### src/rtl/apb_timer_if.sv
// -----------------------------------------------------------------------------
// apb_timer_if -- APB bus bundle for the apb_timer block.
//   master modport : drives PSEL, PENABLE, PADDR, PWRITE, PWDATA;
//                    receives PRDATA, PREADY, PSLVERR
//   slave modport  : the mirror image, used by apb_timer
// -----------------------------------------------------------------------------
interface apb_timer_if #(
    parameter int ADDRWIDTH = 16,
    parameter int DATAWIDTH = 32
);
    logic                 PSEL;
    logic                 PENABLE;
    logic [ADDRWIDTH-1:0] PADDR;
    logic                 PWRITE;
    logic [DATAWIDTH-1:0] PWDATA;
    logic [DATAWIDTH-1:0] PRDATA;
    logic                 PREADY;
    logic                 PSLVERR;

    modport master (
        output PSEL, PENABLE, PADDR, PWRITE, PWDATA,
        input  PRDATA, PREADY, PSLVERR
    );

    modport slave (
        input  PSEL, PENABLE, PADDR, PWRITE, PWDATA,
        output PRDATA, PREADY, PSLVERR
    );
endinterface

### src/rtl/apb_timer.sv
// -----------------------------------------------------------------------------
// apb_timer -- APB-programmable down-counting timer with prescaler,
// auto-reload / one-shot modes and a level interrupt.
//   PCLK   : clock, all state changes on its rising edge
//   PRESET : asynchronous active-high reset
//   apb    : APB slave port (every transfer gets exactly one wait state)
//   IRQ    : INTSTAT[0] AND CTRL.IRQEN
// Register map (PADDR[11:0]): 0x00 CTRL {DIV[15:8], RELOAD[2], IRQEN[1],
// EN[0]}, 0x04 LOAD, 0x08 VALUE, 0x0C INTSTAT[0] (write-1-to-clear).
// -----------------------------------------------------------------------------
module apb_timer #(
    parameter int ADDRWIDTH = 16,
    parameter int DATAWIDTH = 32
) (
    input  logic            PCLK,
    input  logic            PRESET,
    apb_timer_if.slave      apb,
    output logic            IRQ
);
    typedef enum logic [1:0] {
        ST_IDLE = 2'd0,
        ST_WAIT = 2'd1,
        ST_RESP = 2'd2
    } state_e;

    localparam logic [11:0] ADDR_CTRL    = 12'h000;
    localparam logic [11:0] ADDR_LOAD    = 12'h004;
    localparam logic [11:0] ADDR_VALUE   = 12'h008;
    localparam logic [11:0] ADDR_INTSTAT = 12'h00C;

    state_e                 state_q, state_d;
    logic                   pready_q, pready_d;
    logic                   pslverr_q, pslverr_d;
    logic [DATAWIDTH-1:0]   prdata_q, prdata_d;
    logic                   en_q, en_d;
    logic                   irqen_q, irqen_d;
    logic                   reload_q, reload_d;
    logic [7:0]             div_q, div_d;
    logic [DATAWIDTH-1:0]   load_q, load_d;
    logic [DATAWIDTH-1:0]   value_q, value_d;
    logic                   intstat_q, intstat_d;
    logic [7:0]             presc_q, presc_d;
    logic                   irq_q, irq_d;

    logic [ADDRWIDTH-1:0]   paddr_s;
    logic [11:0]            addr_s;
    logic                   unused_addr_s;
    logic                   access_s;
    logic                   commit_s;
    logic                   err_s;
    logic                   wr_s;
    logic                   ctrl_wr_s;
    logic                   load_wr_s;
    logic                   value_wr_s;
    logic                   intstat_wr_s;
    logic                   tick_s;
    logic                   terminal_s;
    logic [DATAWIDTH-1:0]   rd_data_s;

    assign paddr_s       = apb.PADDR;
    assign addr_s        = paddr_s[11:0];
    assign unused_addr_s = ^paddr_s[ADDRWIDTH-1:12];
    assign access_s      = apb.PSEL && apb.PENABLE;
    assign err_s         = (addr_s > ADDR_INTSTAT) || (addr_s[1:0] != 2'b00);
    assign wr_s          = commit_s && apb.PWRITE && !err_s;
    assign ctrl_wr_s     = wr_s && (addr_s == ADDR_CTRL);
    assign load_wr_s     = wr_s && (addr_s == ADDR_LOAD);
    assign value_wr_s    = wr_s && (addr_s == ADDR_VALUE);
    assign intstat_wr_s  = wr_s && (addr_s == ADDR_INTSTAT);

    // Transfer FSM state register
    always_ff @(posedge PCLK or posedge PRESET) begin
        if (PRESET) begin
            state_q <= ST_IDLE;
        end else begin
            state_q <= state_d;
        end
    end

    // Transfer FSM next state; dropping PSEL/PENABLE during WAIT abandons the transfer
    always_comb begin
        state_d = state_q;
        case (state_q)
            ST_IDLE: begin
                if (access_s) state_d = ST_WAIT;
                else          state_d = ST_IDLE;
            end
            ST_WAIT: begin
                if (access_s) state_d = ST_RESP;
                else          state_d = ST_IDLE;
            end
            ST_RESP: state_d = ST_IDLE;
            default: state_d = ST_IDLE;
        endcase
    end

    // Transfer FSM outputs; commit_s marks the WAIT->RESP edge where reads and writes land
    always_comb begin
        commit_s = 1'b0;
        pready_d = 1'b0;
        case (state_q)
            ST_IDLE: begin
                commit_s = 1'b0;
                pready_d = access_s ? 1'b0 : 1'b0;
            end
            ST_WAIT: begin
                commit_s = access_s;
                pready_d = access_s;
            end
            ST_RESP: begin
                commit_s = 1'b0;
                pready_d = 1'b0;
            end
            default: begin
                commit_s = 1'b0;
                pready_d = 1'b0;
            end
        endcase
    end

    // Read data mux; unused bits read as zero
    always_comb begin
        rd_data_s = {DATAWIDTH{1'b0}};
        case (addr_s)
            ADDR_CTRL:    rd_data_s = {{(DATAWIDTH-16){1'b0}}, div_q, 5'b00000,
                                       reload_q, irqen_q, en_q};
            ADDR_LOAD:    rd_data_s = load_q;
            ADDR_VALUE:   rd_data_s = value_q;
            ADDR_INTSTAT: rd_data_s = {{(DATAWIDTH-1){1'b0}}, intstat_q};
            default:      rd_data_s = {DATAWIDTH{1'b0}};
        endcase
    end

    // Timer datapath and register next-state; software writes take priority over timer events
    always_comb begin
        en_d      = en_q;
        irqen_d   = irqen_q;
        reload_d  = reload_q;
        div_d     = div_q;
        load_d    = load_q;
        value_d   = value_q;
        intstat_d = intstat_q;
        presc_d   = presc_q;

        // >= rather than == so that lowering DIV below the running count ticks at once
        tick_s     = en_q && (presc_q >= div_q);
        terminal_s = tick_s && (value_q == {DATAWIDTH{1'b0}}) && !value_wr_s;

        if (!en_q || tick_s) begin
            presc_d = 8'd0;
        end else begin
            presc_d = presc_q + 8'd1;
        end
        // A CTRL write that starts (0->1) or stops the timer restarts the prescaler
        if (ctrl_wr_s && (!en_q || !apb.PWDATA[0])) begin
            presc_d = 8'd0;
        end else begin
            presc_d = presc_d;
        end

        if (value_wr_s) begin
            value_d = apb.PWDATA;
        end else if (tick_s) begin
            if (value_q != {DATAWIDTH{1'b0}}) begin
                value_d = value_q - DATAWIDTH'(1);
            end else if (reload_q) begin
                value_d = load_q;
            end else begin
                value_d = {DATAWIDTH{1'b0}};
            end
        end else begin
            value_d = value_q;
        end

        if (terminal_s && !reload_q) begin
            en_d = 1'b0;
        end else begin
            en_d = en_q;
        end
        if (ctrl_wr_s) begin
            en_d     = apb.PWDATA[0];
            irqen_d  = apb.PWDATA[1];
            reload_d = apb.PWDATA[2];
            div_d    = apb.PWDATA[15:8];
        end else begin
            div_d    = div_q;
        end

        if (load_wr_s) begin
            load_d = apb.PWDATA;
        end else begin
            load_d = load_q;
        end

        if (terminal_s) begin
            intstat_d = 1'b1;
        end else if (intstat_wr_s && apb.PWDATA[0]) begin
            intstat_d = 1'b0;
        end else begin
            intstat_d = intstat_q;
        end
    end

    // Bus response next-state: PRDATA is zero for writes and errors, held between transfers
    always_comb begin
        prdata_d  = prdata_q;
        pslverr_d = commit_s && err_s;
        if (commit_s) begin
            if (!apb.PWRITE && !err_s) prdata_d = rd_data_s;
            else                       prdata_d = {DATAWIDTH{1'b0}};
        end else begin
            prdata_d = prdata_q;
        end
        irq_d = intstat_d && irqen_d;
    end

    // Register bank, timer state and registered bus outputs
    always_ff @(posedge PCLK or posedge PRESET) begin
        if (PRESET) begin
            pready_q  <= 1'b0;
            pslverr_q <= 1'b0;
            prdata_q  <= {DATAWIDTH{1'b0}};
            en_q      <= 1'b0;
            irqen_q   <= 1'b0;
            reload_q  <= 1'b0;
            div_q     <= 8'd0;
            load_q    <= {DATAWIDTH{1'b0}};
            value_q   <= {DATAWIDTH{1'b0}};
            intstat_q <= 1'b0;
            presc_q   <= 8'd0;
            irq_q     <= 1'b0;
        end else begin
            pready_q  <= pready_d;
            pslverr_q <= pslverr_d;
            prdata_q  <= prdata_d;
            en_q      <= en_d;
            irqen_q   <= irqen_d;
            reload_q  <= reload_d;
            div_q     <= div_d;
            load_q    <= load_d;
            value_q   <= value_d;
            intstat_q <= intstat_d;
            presc_q   <= presc_d;
            irq_q     <= irq_d;
        end
    end

    assign apb.PREADY  = pready_q;
    assign apb.PSLVERR = pslverr_q;
    assign apb.PRDATA  = prdata_q;
    assign IRQ         = irq_q;
endmodule

### src/flat_wrapper.sv
// flat-port wrapper written by rule: the top's interface ports become plain ports
module apb_timer_flat 
#(
    parameter int ADDRWIDTH = 16,
    parameter int DATAWIDTH = 32
)
  (PCLK, PRESET, IRQ, apb_PSEL, apb_PENABLE, apb_PADDR, apb_PWRITE, apb_PWDATA, apb_PRDATA, apb_PREADY, apb_PSLVERR);
  apb_timer_if #(.ADDRWIDTH(ADDRWIDTH), .DATAWIDTH(DATAWIDTH)) apb_i ();
  input  logic PCLK;
  input  logic PRESET;
  output logic IRQ;
  input wire logic [$bits(apb_i.PSEL)-1:0] apb_PSEL;
  input wire logic [$bits(apb_i.PENABLE)-1:0] apb_PENABLE;
  input wire logic [$bits(apb_i.PADDR)-1:0] apb_PADDR;
  input wire logic [$bits(apb_i.PWRITE)-1:0] apb_PWRITE;
  input wire logic [$bits(apb_i.PWDATA)-1:0] apb_PWDATA;
  output wire logic [$bits(apb_i.PRDATA)-1:0] apb_PRDATA;
  output wire logic [$bits(apb_i.PREADY)-1:0] apb_PREADY;
  output wire logic [$bits(apb_i.PSLVERR)-1:0] apb_PSLVERR;
  assign apb_i.PSEL = apb_PSEL;
  assign apb_i.PENABLE = apb_PENABLE;
  assign apb_i.PADDR = apb_PADDR;
  assign apb_i.PWRITE = apb_PWRITE;
  assign apb_i.PWDATA = apb_PWDATA;
  assign apb_PRDATA = apb_i.PRDATA;
  assign apb_PREADY = apb_i.PREADY;
  assign apb_PSLVERR = apb_i.PSLVERR;
  apb_timer #(.ADDRWIDTH(ADDRWIDTH), .DATAWIDTH(DATAWIDTH)) u_core (.PCLK(PCLK), .PRESET(PRESET), .apb(apb_i), .IRQ(IRQ));
endmodule
### config.mk
export PLATFORM = sky130hd
export DESIGN_NAME = apb_timer_flat
export DESIGN_NICKNAME = d
export VERILOG_FILES = /design/src/rtl/apb_timer_if.sv /design/src/rtl/apb_timer.sv /design/src/flat_wrapper.sv
export SDC_FILE = /design/constraint.sdc
export NUM_CORES = 1
export LEC_CHECK = 0
export BUFFER_PORTS_ARGS = -buffer_cell sky130_fd_sc_hd__buf_2
export CORE_ASPECT_RATIO = 0.6
export CORE_MARGIN = 3
export CORE_UTILIZATION = 53
export DETAILED_ROUTE_END_ITERATION = 16
export PLACE_DENSITY = 0.77
export SYNTH_ARGS = -nofsm -noshare
export SYNTH_HDL_FRONTEND = slang
export SYNTH_SLANG_ARGS = --single-unit
### constraint.sdc
create_clock -name PCLK -period 4.7 [get_ports PCLK]
set_clock_uncertainty 0.05 [all_clocks]
set_input_delay 1.175 -clock PCLK [delete_from_list [all_inputs] [get_ports PCLK]]
set_output_delay 1.175 -clock PCLK [all_outputs]
set_load 0.005 [all_outputs]
-- Word-level counts from Yosys, hierarchy flattened
Index checks and enable logic that the tools add are counted.
- add/subtract/negate cells: 2
- order comparisons: 2
- equal/unequal tests: 4
- mux-type cells: 17
- reductions and logical operators: 32
- operators by type and width (cell ; number):
    $mux 32 ; 5
    $pmux 32 s4 ; 1
    $logic_not 32->1 ; 1
    $reduce_bool 32->1 ; 1
    $sub 32x1->32 const B ; 1
    $eq 12x4->1 const B ; 2
    $logic_and 1x1->1 ; 16
    $mux 8 ; 2
    $eq 12x3->1 const B ; 1
    $gt 12x4->1 const B ; 1
    $logic_not 12->1 ; 1
    $add 8x1->8 const B ; 1
    $ge 8x8->1 ; 1
    $mux 1 ; 7
    $logic_not 1->1 ; 6
    $reduce_bool 2->1 ; 3
    $pmux 2 s2 ; 1
    $logic_or 1x1->1 ; 3
    $eq 2x1->1 const B ; 1
    $logic_not 2->1 ; 1
    $mux 2 ; 1
- bits in registers: 121
- bits of input ports: 53
- output and inout port bits: 35
- logic and storage cells: 70

-- Longest topological paths before layout
Gate-level depths: netlist of run 1.
- depth after elaboration: 10
- gate-level depth with buffers: 11
- mapped depth without buffers: 9

-- Least setup slack after synthesis of run 1
OpenSTA, ideal clock, no wires.
- kind: in2reg
- start point: in apb_PADDR[1]
- end point: reg u_core.load_q[10]
- setup time: 125 ps
- data arrival time: 2826 ps
- required time: 4525 ps
- setup slack: 1699 ps
- stages: 7
- path buffers: 2
- path through: nor4_1 -> nand4_1 -> nor3b_2 -> and3_1 -> clkbuf_2 -> buf_2 -> mux2_2
- word-level cells in the longest chain between the ends: 5
- elaborated cells between the ends (all ways): 7
- those cells by class: order compare (1); eq/ne (1); reduce/logical (5)
- RTL lines (item ; line ; text):
    start, declared ; flat_wrapper.sv:14 ; input wire logic [$bits(apb_i.PADDR)-1:0] apb_PADDR;
    $gt 12x4->1 / $reduce_bool 2->1 (equally long branches) ; apb_timer.sv:64 ; assign err_s = (addr_s > ADDR_INTSTAT) || (addr_s[1:0] != 2'b00);
    $logic_or 1x1->1 ; apb_timer.sv:64 ;
    $logic_not 1->1 ; apb_timer.sv:65 ; assign wr_s = commit_s && apb.PWRITE && !err_s;
    $logic_and 1x1->1 ; apb_timer.sv:65 ;
    $logic_and 1x1->1 (*) ; apb_timer.sv:67 ; assign load_wr_s = wr_s && (addr_s == ADDR_LOAD);
    end signal, assigned ; apb_timer.sv:227 ; load_q <= {DATAWIDTH{1'b0}};
    end signal, assigned ; apb_timer.sv:240 ; load_q <= load_d;
    end, declared ; apb_timer.sv:39 ; logic [DATAWIDTH-1:0] load_q, load_d;
Mark *: on every way between the ends. The rest lies on a longest branch, timed or not.
A chain may end at the register's enable or synchronous reset.

-- Final worst setup path of run 1
- start point: reg u_core.div_q[7]
- end point: reg u_core.value_q[24]
- word-level cells in the longest chain between the ends: 3
- RTL lines (item ; line ; text):
    start, declared ; apb_timer.sv:38 ; logic [7:0] div_q, div_d;
    start signal, assigned ; apb_timer.sv:239 ; div_q <= div_d;
    $ge 8x8->1 ; apb_timer.sv:146 ; tick_s = en_q && (presc_q >= div_q);
    $logic_and 1x1->1 ; apb_timer.sv:146 ;
    $reduce_bool 2->1 (no line) ; n/a ;
    end signal, assigned ; apb_timer.sv:228 ; value_q <= {DATAWIDTH{1'b0}};
    end signal, assigned ; apb_timer.sv:241 ; value_q <= value_d;
    end, declared ; apb_timer.sv:40 ; logic [DATAWIDTH-1:0] value_q, value_d;
Every way passes these cells.

==> results of run 1 <==
-- synthesized netlist by cell type (10+ instances only) --
cell type,number
clkbuf_1,28
nor3_1,18
xor2_1,14
nand3_1,23
buf_2,12
nand2_1,58
nor2_1,56
and3_1,13
mux2_2,41
a311oi_1,15
a22oi_1,22
dfrtp_1,121
o21ai_0,63
xnor2_1,12
mux2i_1,10
inv_1,17
ha_1,11
a21oi_1,29
-- layer usage --
metal	GRT usage [%]	up-vias
met4	9.13	0
met1	40.3	2822
li1	-	2597
met3	12.1	42
met5	0	-
met2	37.8	398
-- critical path, stage by stage (launching register included) --
cell	delay, ps
dfrtp_1	370
inv_1	50
ha_1	270
and2_1	170
and4_1	240
a32o_1	850
nand2_1	600
or3_1	550
o21ai_1	150
-- flip-flops by register name (all words and copies together), names as in the netlist, 2 cells and up --
signal / flops
u_core.apb.PRDATA: 32
u_core.load_q: 32
u_core.value_q: 32
u_core.div_q: 8
u_core.presc_q: 8
u_core.state_q: 2
-- cell type report --
cell class	instances	area, um2
clock inverter	14	198
multi-input combinational	490	3290
fill	918	4010
sequential	121	3030
clock buffer	18	429
inverter	17	66.3
tap	160	200
timing repair buffer	94	498
-- path summary, 6_finish.rpt --
path	end	slack (ps)	cells after the start
max	u_core.value_q[24]$_DFFE_PP0P_	1300	8
min	u_core.state_q[0]$_DFF_PP0_	370	1
max reg2reg	u_core.value_q[24]$_DFFE_PP0P_	1300	8
min reg2reg	u_core.state_q[0]$_DFF_PP0_	370	1
max in group asynchronous	u_core.value_q[11]$_DFFE_PP0P_	2830	3
min in group asynchronous	u_core.apb.PRDATA[15]$_DFFE_PP0P_	910	2
-- power by group --
group | switching, mW | total, mW | internal [mW]
registers | 0.00354 | 1.05 | 1.04
clock network | 0.496 | 1.39 | 0.891
logic | 0.0518 | 0.0764 | 0.0245
total | 0.551 | 2.51 | 1.96
-- logic make-up after synthesis --
kind of cell | count (synthesis)
XOR/XNOR | 26
AO/OA/AOI/OAI | 176
buffers and inverters | 65
AND/OR/NAND/NOR | 224
multiplexers | 53
flip-flops | 121
adder cells (fa/ha/maj) | 11
-- stage by stage --
| stage | setup slack, ps | util (%) | total power [mW] | instances |
|---|---|---|---|---|
| 6_report | 1300 | 65.8 | 2.51 | 914 |
| 3_5_place_dp | 920 | 60.4 | 1.14 | 882 |
| 4_1_cts | 1320 | 65.8 | 2.52 | 914 |
| 2_1_floorplan | 261 | - | 1.10 | 676 |
| 5_1_grt | 1140 | 65.8 | 2.58 | 914 |
| 3_3_place_gp | 988 | 60.4 | 1.14 | 882 |
-- cell usage in the layout (no fill, tap or decap), types with 3 or more instances in the layout --
| master | Yosys | layout |
|---|---|---|
| nor3_1 | 18 | 17 |
| o21ai_0 | 63 | 63 |
| and2_1 | 4 | 4 |
| clkinv_4 | 0 | 4 |
| nand2b_1 | 3 | 3 |
| nor4_4 | 4 | 4 |
| a21o_1 | 4 | 4 |
| nand4_1 | 6 | 6 |
| ha_1 | 11 | 11 |
| a21oi_1 | 29 | 29 |
| buf_2 | 12 | 83 |
| nand3_1 | 23 | 23 |
| or4_1 | 3 | 3 |
| nor4_1 | 7 | 7 |
| a311oi_1 | 15 | 15 |
| o21ai_1 | 9 | 9 |
| inv_1 | 17 | 16 |
| and3_1 | 13 | 13 |
| bufinv_16 | 0 | 4 |
| a31oi_1 | 7 | 7 |
| mux2_2 | 41 | 41 |
| clkbuf_16 | 0 | 17 |
| xor2_1 | 14 | 14 |
| buf_4 | 1 | 11 |
| mux2i_1 | 10 | 10 |
| or3_1 | 8 | 8 |
| nor2_1 | 56 | 56 |
| nand2_1 | 58 | 58 |
| dfrtp_1 | 121 | 121 |
| a211oi_1 | 5 | 5 |
| xnor2_1 | 12 | 12 |
| a221o_1 | 5 | 5 |
| a22oi_1 | 22 | 22 |
==> flow_metrics.tcl, run 1 <==
set metrics [dict create \
    tns_ps 0 \
    initial_core_util_pct 56.2 \
    grt_pass1_vias 5713 \
    hold_viol 0 \
    track_usage_pct 28.0 \
    gr-total-overflow 0 \
    ant_nets 0 \
    post_cts_resized 0 \
    yosysSeqAreaShare_pct 46.0 \
    cts_setup_buffers 0 \
    clk_pin_slew_worst_paths_ps 60 \
    portBuffers 83 \
    wl_mm 18.9 \
    clock_tree.root_cell "clkbuf_16" \
    synth_top_area_share_pct 46.0 \
    p_leak_nw 3.55 \
    synth-simple-area-share_pct 18.2 \
    timing.rr.start "u_core.div_q[7]$_DFFE_PP0P_" \
    clkLatencyLatePin_ps 420 \
    core_um2 11700 \
    dp_hpwl_mm 12.5 \
    wl_met1_mm 8.34 \
    grt_pass1_wl_mm 29.9 \
    drtIter0Drc 602 \
    die_w_um 150 \
    wl_met2_mm 7.57 \
    power.density_nw_per_um2 326 \
    crit_start "u_core.div_q[7]$_DFFE_PP0P_" \
    wl_met3_mm 2.68 \
    ir_worst_vdd_v 0.000263 \
    antenna_found_initial 0 \
    synth-compound-area-share_pct 16.9 \
    synth_adder_area_share_pct 2.09 \
    synth_enable_flop_cells 0 \
    clock_sinks 121 \
    synthesis.nets 740 \
    finalNetCount 805 \
    diodes 0 \
    vias 5859 \
    synth_xor_area_share_pct 3.46 \
    whs_ps 374 \
    ioPinCount 88 \
    fin_crit_sh_pct 72.4 \
    place_congestion 0.910 \
    worst_pin_slew_ps 1010 \
    min_from "u_core.state_q[1]$_DFF_PP0_" \
    clockBufferDepth 2 \
    hp-class "reg2reg" \
    path_class "reg2reg" \
    syn_inst 676 \
    yosys_warnings 0 \
    synth_area_leaders "dfrtp_1 46%, mux2_2 7.0%, o21ai_0 4.8%, nand2_1 3.3%, nor2_1 3.2%" \
    grt_start_max_net_pins 80 \
    wl_per_cell_um 20.7 \
    rsz0062_at_grt "no" \
    setup_viol 0 \
    syn-cell-area_um2 6580 \
    fmax_ghz 0.294 \
    drive_gt1_share_pct 24.5 \
    slew_headroom_pct 32.8 \
    h-tree-depth 4 \
    final_area_um2 7700 \
    synth_mux_area_share_pct 9.05 \
    post_drt_via_cell_ratio 6.41 \
    min_period_ps 3400 \
    status "complete, no violations" \
    cp_data_arrival_time_ps 3690 \
    drc 0 \
    finalMaxSlewViolations 0 \
    async_flop_share_pct 100 \
    yosys.area.top_type "dfrtp_1" \
    placed_cell_area_um2 7080 \
    die_h_um 92.3 \
    fp-row-count 30 \
    synth_top_family_by_area "simple AND/OR/NAND/NOR gates" \
    syn_area_per_cell_um2 9.74 \
    synth_cell_type_count 66 \
    cap_violations 0 \
    syn2layout_area_growth_pct 17.1 \
    cts_buffers 17 \
    dieArea_um2 13800 \
    worst_setup_path_start_kind "flop" \
    required_ps 4980 \
    top_layer_used "met4" \
    crit_fanout 24 \
    synth-seq-cells 121 \
    cts_hold_buf 0 \
    crit_path_end_kind "flop" \
    drtPass1Iterations 5 \
    cts_tree "done" \
    ys.flop_type "dfrtp_1" \
]
Power figures use the tool's default switching activity.
==> run 2: changes to the inputs <==
clock period = 2.73 ns   (was 4.7 ns; I/O delays follow)
==> flow_metrics.tcl, run 2 (synthesized netlist as in run 1, its figures left out) <==
set metrics [dict create \
    status "complete, no violations" \
    finalMaxSlewViolations 0 \
    required_ps 2990 \
    fmax_ghz 0.379 \
    sequentialPowerShare_pct 41.7 \
    whs_ps 234 \
    vias 6032 \
    place_congestion 0.942 \
    worst_setup_path_start_kind "flop" \
    fin_crit_sh_pct 96.5 \
    mostFrequentLayoutCell "dfrtp_1" \
    pre_cts_ws_ps -106 \
    hp-class "in2async" \
    drtPass1Iterations 5 \
    cts_setup_buffers 0 \
    clock_tree.root_cell "clkbuf_16" \
    layout_common_cells "121 x dfrtp_1, 83 x buf_2, 63 x o21ai_0" \
    placed_cells 907 \
    ioPinCount 88 \
    clkPwrFrac_pct 54.9 \
    clkLatencyLatePin_ps 420 \
    grt_pass1_wl_mm 32.2 \
    crit_path_end_kind "flop" \
    h-tree-depth 4 \
    die_w_um 150 \
    placed_cell_area_um2 7350 \
    clockBufferDepth 2 \
    p_sw_mw 0.933 \
    cap_violations 0 \
    wl_per_cell_um 21.0 \
    power.density_nw_per_um2 542 \
    drc 0 \
    dieArea_um2 13800 \
    p_leak_nw 3.70 \
    ant_nets 0 \
    final_area_um2 7980 \
    slew_headroom_pct 58.0 \
    drive_gt1_share_pct 27.1 \
    portBuffers 83 \
    cp_data_arrival_time_ps 2890 \
    combinationalPowerShare_pct 3.3 \
    track_usage_pct 30.0 \
    layout_setup_ws_ps 94.8 \
    syn2layout_area_growth_pct 21.2 \
    wl_mm 19.7 \
    post_drt_via_cell_ratio 6.43 \
    cts_tree "done" \
    internal-power_mw 3.39 \
    swShare_pct 21.6 \
    initial_core_util_pct 56.2 \
    crit_fanout 14 \
    grt_start_max_net_pins 40 \
    clock_sinks 121 \
    fp-row-count 30 \
    tns_ps 0 \
    final_cells 938 \
    die_h_um 92.3 \
    diodes 0 \
    antenna_found_initial 0 \
    gr-total-overflow 0 \
    final_util_pct 68.1 \
    hold_viol 0 \
    setup_viol 0 \
    ir_worst_vdd_v 0.000429 \
    core_um2 11700 \
    clk_pin_slew_worst_paths_ps 60 \
    grt_pass1_vias 5915 \
    worst_pin_slew_ps 625 \
    power_mw 4.32 \
    min_period_ps 2640 \
    dp_hpwl_mm 13.9 \
    finalNetCount 830 \
    drtIter0Drc 765 \
    cts_buffers 17 \
    path_class "reg2reg" \
]
run 2: cell types whose count changed in the layout (fill, tap and decap cells not counted), sizes merged:
| cell | before | now |
|---|---|---|
| inv | 19 | 16 |
| buf | 94 | 119 |
| clkinv | 6 | 5 |
| clkbuf | 18 | 19 |
| clkinvlp | 2 | 4 |
run 2: path summary, 6_finish.rpt:
| check | start | slack (ps) | endpoint | depth (start not counted) |
|---|---|---|---|---|
| max | u_core.presc_q[0]$_DFF_PP0_ | 90 | u_core.value_q[26]$_DFFE_PP0P_ | 9 |
| min | PRESET | 230 | u_core.div_q[7]$_DFFE_PP0P_ | 2 |
| max reg2reg | u_core.presc_q[0]$_DFF_PP0_ | 90 | u_core.value_q[26]$_DFFE_PP0P_ | 9 |
| min reg2reg | u_core.state_q[1]$_DFF_PP0_ | 380 | u_core.state_q[0]$_DFF_PP0_ | 1 |
| max in group asynchronous | PRESET | 1710 | u_core.apb.PRDATA[31]$_DFFE_PP0P_ | 3 |
| min in group PCLK | u_core.state_q[1]$_DFF_PP0_ | 380 | u_core.state_q[0]$_DFF_PP0_ | 1 |
run 2: cell type report:
class / count / area, um2
Inverter: 17 / 67.6
Tap cell: 160 / 200
Clock buffer: 19 / 443
Sequential cell: 121 / 3030
Clock inverter: 12 / 175
Fill cell: 932 / 3730
Timing Repair Buffer: 119 / 773
Multi-Input combinational cell: 490 / 3290
run 2: critical path, cell delays in order, from the launching register on:
cell and delay (ps):
dfrtp_1 450, inv_1 80, ha_1 280, nand2b_1 140, a2111o_1 470, a32o_2 390
buf_12 190, a31oi_1 190, a311oi_2 100, a21o_1 180
run 2: power by group through the flow:
stage / clock, mW / combinational (mW) / sequential, mW
after detailed placement: 0 / 0.145 / 1.84
final: 2.38 / 0.144 / 1.80
after global routing: 2.48 / 0.160 / 1.80
after CTS: 2.39 / 0.145 / 1.80
after floorplan: 0 / 0.0637 / 1.83
after global placement: 0 / 0.139 / 1.84
run 2: what timing repair did:
item	in CTS	in global routing
setup endpoints to repair	0	8
hold buffers	0	0
resized for setup	0	2
run 2: metal layers:
metal  GRT usage [%]  routed length (um)
met2            40.6                8020
met4            9.36                 348
met1            45.9                8730
met5               0                   0
met3            8.61                2590
